`src/rtl/ov7670_stream_gen.sv`:
```
// Replays a stored frame as an OV7670-style vsync/href/byte stream, one pixel
// byte followed by PAD_BYTE per pixel, prefetching from a 1-cycle-latency framebuffer.
module ov7670_stream_gen #(
  parameter int          H_PIX    = 640,
  parameter int          H_BLANK  = 144,
  parameter int          V_SYNC   = 3,
  parameter int          V_BACK   = 17,
  parameter int          V_ACTIVE = 480,
  parameter int          V_FRONT  = 10,
  parameter logic [7:0]  PAD_BYTE = 8'h00,
  parameter int          ADDR_W   = 19
) (
  input  logic              pclk,
  input  logic              rst_n,
  input  logic              en,
  output logic [ADDR_W-1:0] fb_addr,
  output logic              fb_re,
  input  logic [7:0]        fb_rdata,
  output logic              vsync,
  output logic              href,
  output logic [7:0]        dout,
  output logic              frame_done,
  output logic [15:0]       frame_cnt
);

  localparam int H_TOTAL = 2 * H_PIX + H_BLANK;
  localparam int V_TOTAL = V_SYNC + V_BACK + V_ACTIVE + V_FRONT;
  localparam int HW      = $clog2(H_TOTAL + 1);
  localparam int VW      = $clog2(V_TOTAL + 1);

  localparam logic [HW-1:0] H_LAST     = HW'(H_TOTAL - 1);
  localparam logic [HW-1:0] H_ACT_END  = HW'(2 * H_PIX);
  localparam logic [HW-1:0] H_LAST_ODD = HW'(2 * H_PIX - 1);
  localparam logic [VW-1:0] VS_LAST    = VW'(V_SYNC - 1);
  localparam logic [VW-1:0] PRE_LAST   = VW'(V_SYNC + V_BACK - 1);
  localparam logic [VW-1:0] ACT_LAST   = VW'(V_SYNC + V_BACK + V_ACTIVE - 1);
  localparam logic [VW-1:0] V_LAST     = VW'(V_TOTAL - 1);

  typedef enum logic [2:0] {IDLE, VS, VB, ACT, VF} state_t;

  state_t            state_q, state_d;
  logic [HW-1:0]     hcnt_q, hcnt_d;
  logic [VW-1:0]     vcnt_q, vcnt_d;
  logic              line_end;

  logic              vsync_q, vsync_d;
  logic              href_q, href_d;
  logic              sel_q, sel_d;
  logic [7:0]        dout_q, dout_d;
  logic              fb_re_q, fb_re_d;
  logic [ADDR_W-1:0] addr_q, addr_d;
  logic              frame_done_q, frame_done_d;
  logic [15:0]       frame_cnt_q, frame_cnt_d;

  // State register: state_q/hcnt_q/vcnt_q describe the cycle currently on the outputs.
  always_ff @(posedge pclk or negedge rst_n) begin
    if (!rst_n) begin
      state_q <= IDLE;
      hcnt_q  <= '0;
      vcnt_q  <= '0;
    end else begin
      state_q <= state_d;
      hcnt_q  <= hcnt_d;
      vcnt_q  <= vcnt_d;
    end
  end

  assign line_end = (hcnt_q == H_LAST);

  // Next-state logic; vcnt counts lines from the start of the frame.
  always_comb begin
    state_d = state_q;
    hcnt_d  = hcnt_q;
    vcnt_d  = vcnt_q;
    if (state_q == IDLE) begin
      if (en) begin
        state_d = VS;
        hcnt_d  = '0;
        vcnt_d  = '0;
      end
    end else if (line_end && vcnt_q == V_LAST) begin
      state_d = en ? VS : IDLE;
      hcnt_d  = '0;
      vcnt_d  = '0;
    end else begin
      hcnt_d = line_end ? '0 : hcnt_q + 1'b1;
      if (line_end) begin
        vcnt_d = vcnt_q + 1'b1;
        unique case (state_q)
          VS:      if (vcnt_q == VS_LAST)  state_d = (V_BACK == 0) ? ACT : VB;
          VB:      if (vcnt_q == PRE_LAST) state_d = ACT;
          ACT:     if (vcnt_q == ACT_LAST) state_d = VF;
          default: ;
        endcase
      end
    end
  end

  // Outputs are registered from the next-cycle state. fb_re looks one further
  // cycle ahead: it is set when the cycle after state_d carries an even active byte.
  always_comb begin
    vsync_d      = (state_d == VS);
    href_d       = (state_d == ACT) && (hcnt_d < H_ACT_END);
    sel_d        = href_d && !hcnt_d[0];
    dout_d       = href_d ? PAD_BYTE : 8'h00;
    frame_done_d = (state_d != IDLE) && (hcnt_d == H_LAST) && (vcnt_d == V_LAST);
    fb_re_d      = ((state_d == ACT) && hcnt_d[0] && (hcnt_d < H_LAST_ODD))
                || ((state_d == ACT) && (hcnt_d == H_LAST) && (vcnt_d < ACT_LAST))
                || (((state_d == VS) || (state_d == VB)) && (hcnt_d == H_LAST)
                    && (vcnt_d == PRE_LAST));
    addr_d       = addr_q;
    if ((state_d == VS) && (state_q != VS)) addr_d = '0;
    else if (fb_re_q)                       addr_d = addr_q + 1'b1;
    frame_cnt_d  = frame_cnt_q + {15'd0, frame_done_q};
  end

  always_ff @(posedge pclk or negedge rst_n) begin
    if (!rst_n) begin
      vsync_q      <= 1'b0;
      href_q       <= 1'b0;
      sel_q        <= 1'b0;
      dout_q       <= '0;
      fb_re_q      <= 1'b0;
      addr_q       <= '0;
      frame_done_q <= 1'b0;
      frame_cnt_q  <= '0;
    end else begin
      vsync_q      <= vsync_d;
      href_q       <= href_d;
      sel_q        <= sel_d;
      dout_q       <= dout_d;
      fb_re_q      <= fb_re_d;
      addr_q       <= addr_d;
      frame_done_q <= frame_done_d;
      frame_cnt_q  <= frame_cnt_d;
    end
  end

  // The pixel byte comes straight from the framebuffer's output register, so
  // dout still only changes on pclk edges while honouring the 1-cycle prefetch.
  assign dout       = sel_q ? fb_rdata : dout_q;
  assign vsync      = vsync_q;
  assign href       = href_q;
  assign fb_re      = fb_re_q;
  assign fb_addr    = addr_q;
  assign frame_done = frame_done_q;
  assign frame_cnt  = frame_cnt_q;

endmodule

```
`config.mk`:
```
export PLATFORM = sky130hd
export DESIGN_NAME = ov7670_stream_gen
export DESIGN_NICKNAME = d
export VERILOG_FILES = /design/src/rtl/ov7670_stream_gen.sv
export SDC_FILE = /design/constraint.sdc
export NUM_CORES = 1
export LEC_CHECK = 0
export CORE_ASPECT_RATIO = 1.5
export CORE_UTILIZATION = 45
export CTS_CLUSTER_SIZE = 10
export DETAILED_ROUTE_END_ITERATION = 10
export DONT_BUFFER_PORTS = 1
export GPL_ROUTABILITY_DRIVEN = 0
export SLEW_MARGIN = 25
export SYNTH_ARGS = -nofsm -noshare
export SYNTH_HDL_FRONTEND = slang
export SYNTH_SLANG_ARGS = --single-unit
```
`constraint.sdc`:
```
create_clock -name pclk -period 4.6 [get_ports pclk]
set_input_delay 0.69 -clock pclk [delete_from_list [all_inputs] [get_ports pclk]]
set_output_delay 0.69 -clock pclk [all_outputs]
set_load 0.02 [all_outputs]
```
==> out/qor.yml <==
run_status:
  status: "finished clean"
grt:
  met1_usage_pct: 24.2
  first_global_vias: 2717
  grtUsageTotal_pct: 21.7
  met3_usage_pct: 4.62
  grt_antenna_before_repair: 0
  overflow: 0
  grt_pass1_wl_um: 12900
  grt.busiest_layer: "met2"
  gr-usage-met2_pct: 36.6
  grt_max_degree: 64
floorplan:
  die_area_sq_um: 7960
  start_util_pct: 47.0
  coreArea_sq_um: 7270
  row_count: 38
  die_width_um: 73.2
  fp.dieH_um: 109
  pin_count: 58
critical_path:
  reg2reg_from: "hcnt_q[0]"
  reg2reg_setup_slack_ns: 1.55
  worstPathArrival_ns: 3.29
  worstReg2RegEnd: "fb_re"
  start_kind: "flop"
  crit_fanout: 9
  slowest_delay_ns: 0.66
  required_ns: 4.84
  crit_type: "reg2reg"
  cp-end-kind: "flop"
  reg2regPathDepth: 9
  critPathLaunch: "hcnt_q[0]"
  cp_slowest_cell: "a31oi_1"
  crit_chain: "ha_1 > and4b_1 > a31oi_1 > a21oi_1 > o22ai_1 > nor4b_2 > nand4_1 > a31o_1 > o211ai_1"
  critPathCapture: "fb_re"
power_and_ir_drop:
  p_total_w: 0.00149
  switching_share_pct: 29.9
  power_density_nw_per_um2: 395
  comb_power_share_pct: 18.8
  seqPwrFrac_pct: 42.5
  power.switching_w: 0.000445
  p_int_w: 0.00104
  pwr-share-clk_pct: 38.6
  p_leak_nw: 1.63
  ir_worst_vdd_mv: 0.206
synth:
  syn_inst: 358
  synth_area_sq_um: 3420
  synthTopCellsByArea: "dfrtp_1, xnor2_1, xor2_1, nor2_1, nand2_1"
  postSynth.asyncResetShare_pct: 100
  yosys-top-cells-count: "dfrtp_1, nor2_1, nand2_1"
  ys.flop_type: "dfrtp_1"
  synth_cell_type_count: 54
  synth_fp_nets: 376
  ys_ff_latch: 63
  yosysWarnings: 0
  synth_edf_count: 0
  synth_top_area_share_pct: 46.1
  seq_area_frac_synth_pct: 46.1
  synth.most_common_cell: "dfrtp_1"
  syn_avg_cell_area_sq_um: 9.56
  yosysTopAreaCell: "dfrtp_1"
clock_network:
  hold_buffers: 0
  cts.sinks: 63
  path_clk_slew_ns: 0.07
  cts_resized: 0
  clk_path_buf_depth: 2
  post_cts_buffers: 0
  cts_buffers: 9
  root_buffer: "clkbuf_8"
  insertion_delay_ns: 0.35
  cts_tree: "yes"
  htree_levels: 3
layout:
  finalInstanceArea_sq_um: 3760
  area_growth_pct: 9.95
  insertedDiodeCount: 0
  drive_gt1_share_pct: 8.97
  final_cells: 468
  num-nets-final: 381
placement:
  numPlacedInstances: 452
  placed_area_sq_um: 3520
  dp_hpwl_um: 5690
  port_buffers: 0
drt:
  drtIter0Drc: 142
  wl_per_cell_um: 16.9
  post-route-drc-count: 0
  wirelength_um: 7910
  drtPass1Iterations: 4
  ant_nets: 0
  num_vias: 2738
  vias_per_cell: 5.85
sta:
  fin_crit_ns: 3.05
  relSlewSlack_pct: 43.0
  max_freq_mhz: 328
  fin_worst_skew_ns: 0.0110
  tightest_slew_ns: 0.851
  whs_ns: 0.0306
  tns_ns: 0
  setup_viol: 0
  final.period_utilization_pct: 66.4
  rsz0062_at_grt: "false"
  slew_viol_final: 0
  hold_violations: 0
run:
  maxCapViolCount: 0
worst_hold_path:
  min_path_type: "in2async"
-- area by class of cell --
class | count | area (sq um)
tap | 100 | 125
clock inverter | 6 | 109
fill | 694 | 3510
timing repair buffer | 3 | 22.5
clock buffer | 10 | 128
sequential | 63 | 1580
inverter | 13 | 48.8
multi-input combinational | 273 | 1750
-- layer usage --
layer	part of all wire (%)	up-vias	routed length, um
li1	-	1305	-
met1	39	1319	3110
met2	51	88	4060
met3	5.0	26	399
met4	4.4	0	346
met5	0	-	0
-- worst min-delay path by stage --
stage / startpoint / to / slack (ns)
floorplan: rst_n / fb_addr[0] / 0.39
global route: rst_n / fb_addr[2] / 0.006
CTS: rst_n / vcnt_q[7] / 0.01
detailed placement: rst_n / fb_addr[9] / 0.40
finish: rst_n / fb_addr[9] / 0.03
global placement: rst_n / fb_addr[9] / 0.40
-- power groups by stage --
stage | sequential, W | clock, W | combinational (W)
final | 0.000631 | 0.000574 | 0.000280
after global placement | 0.000639 | 0 | 0.000275
after global routing | 0.000637 | 0.000618 | 0.000311
after detailed placement | 0.000640 | 0 | 0.000279
after CTS | 0.000631 | 0.000588 | 0.000279
after floorplan | 0.000612 | 0 | 0.000232
-- per-stage QoR --
step | setup WS (ns) | utilization [%]
CTS | 1.57 | 51.7
detailed placement | 1.62 | 48.5
global route | 1.33 | 51.7
floorplan | 2.14 | -
finish | 1.55 | 51.7
global placement | 1.62 | 48.5
-- cell usage in the layout (no fill, tap or decap), drive strengths merged, types with 2 or more instances in the layout --
cell	count
a31oi	4
o22ai	4
nor4	5
nand4	15
or4	3
nor2	36
dfrtp	63
o211ai	4
o311ai	2
ha	7
o21ai	19
xnor2	16
inv	13
nand4b	2
a21oi	9
or2	3
a22o	3
nand3	21
xor2	16
and4	5
buf	3
o31ai	2
nor4b	3
or4b	2
nor3	15
nand2	33
nor2b	3
and3	8
a21o	2
bufinv	3
a221o	3
and2	11
clkinv	3
or3	2
clkbuf	10
a31o	2
and4b	3
-- flip-flops by register name (all words and copies together) (netlist names) --
register    count
fb_addr        19
fb_re           1
frame_cnt      16
frame_done      1
hcnt_q         11
href            1
sel_q           1
state_q         3
vcnt_q          9
vsync           1
-- worst max-delay path, delay by kind of cell (launching register included) --
family	cells	cell delay, ns
AOI/OAI and AO/OA	5	1.43
and+or+nand+nor	3	0.74
DFF	1	0.45
adders and majority gates	1	0.30
-- logic make-up after synthesis --
group	after synthesis	synth area share, %
mux	1	0.293
buf+inv	22	2.71
compound gates	61	12.4
simple gates	172	27.8
fa+ha+maj	7	2.56
xor+xnor	32	8.19
flops	63	46.1
No activity file was read; power rests on OpenSTA's default activity.
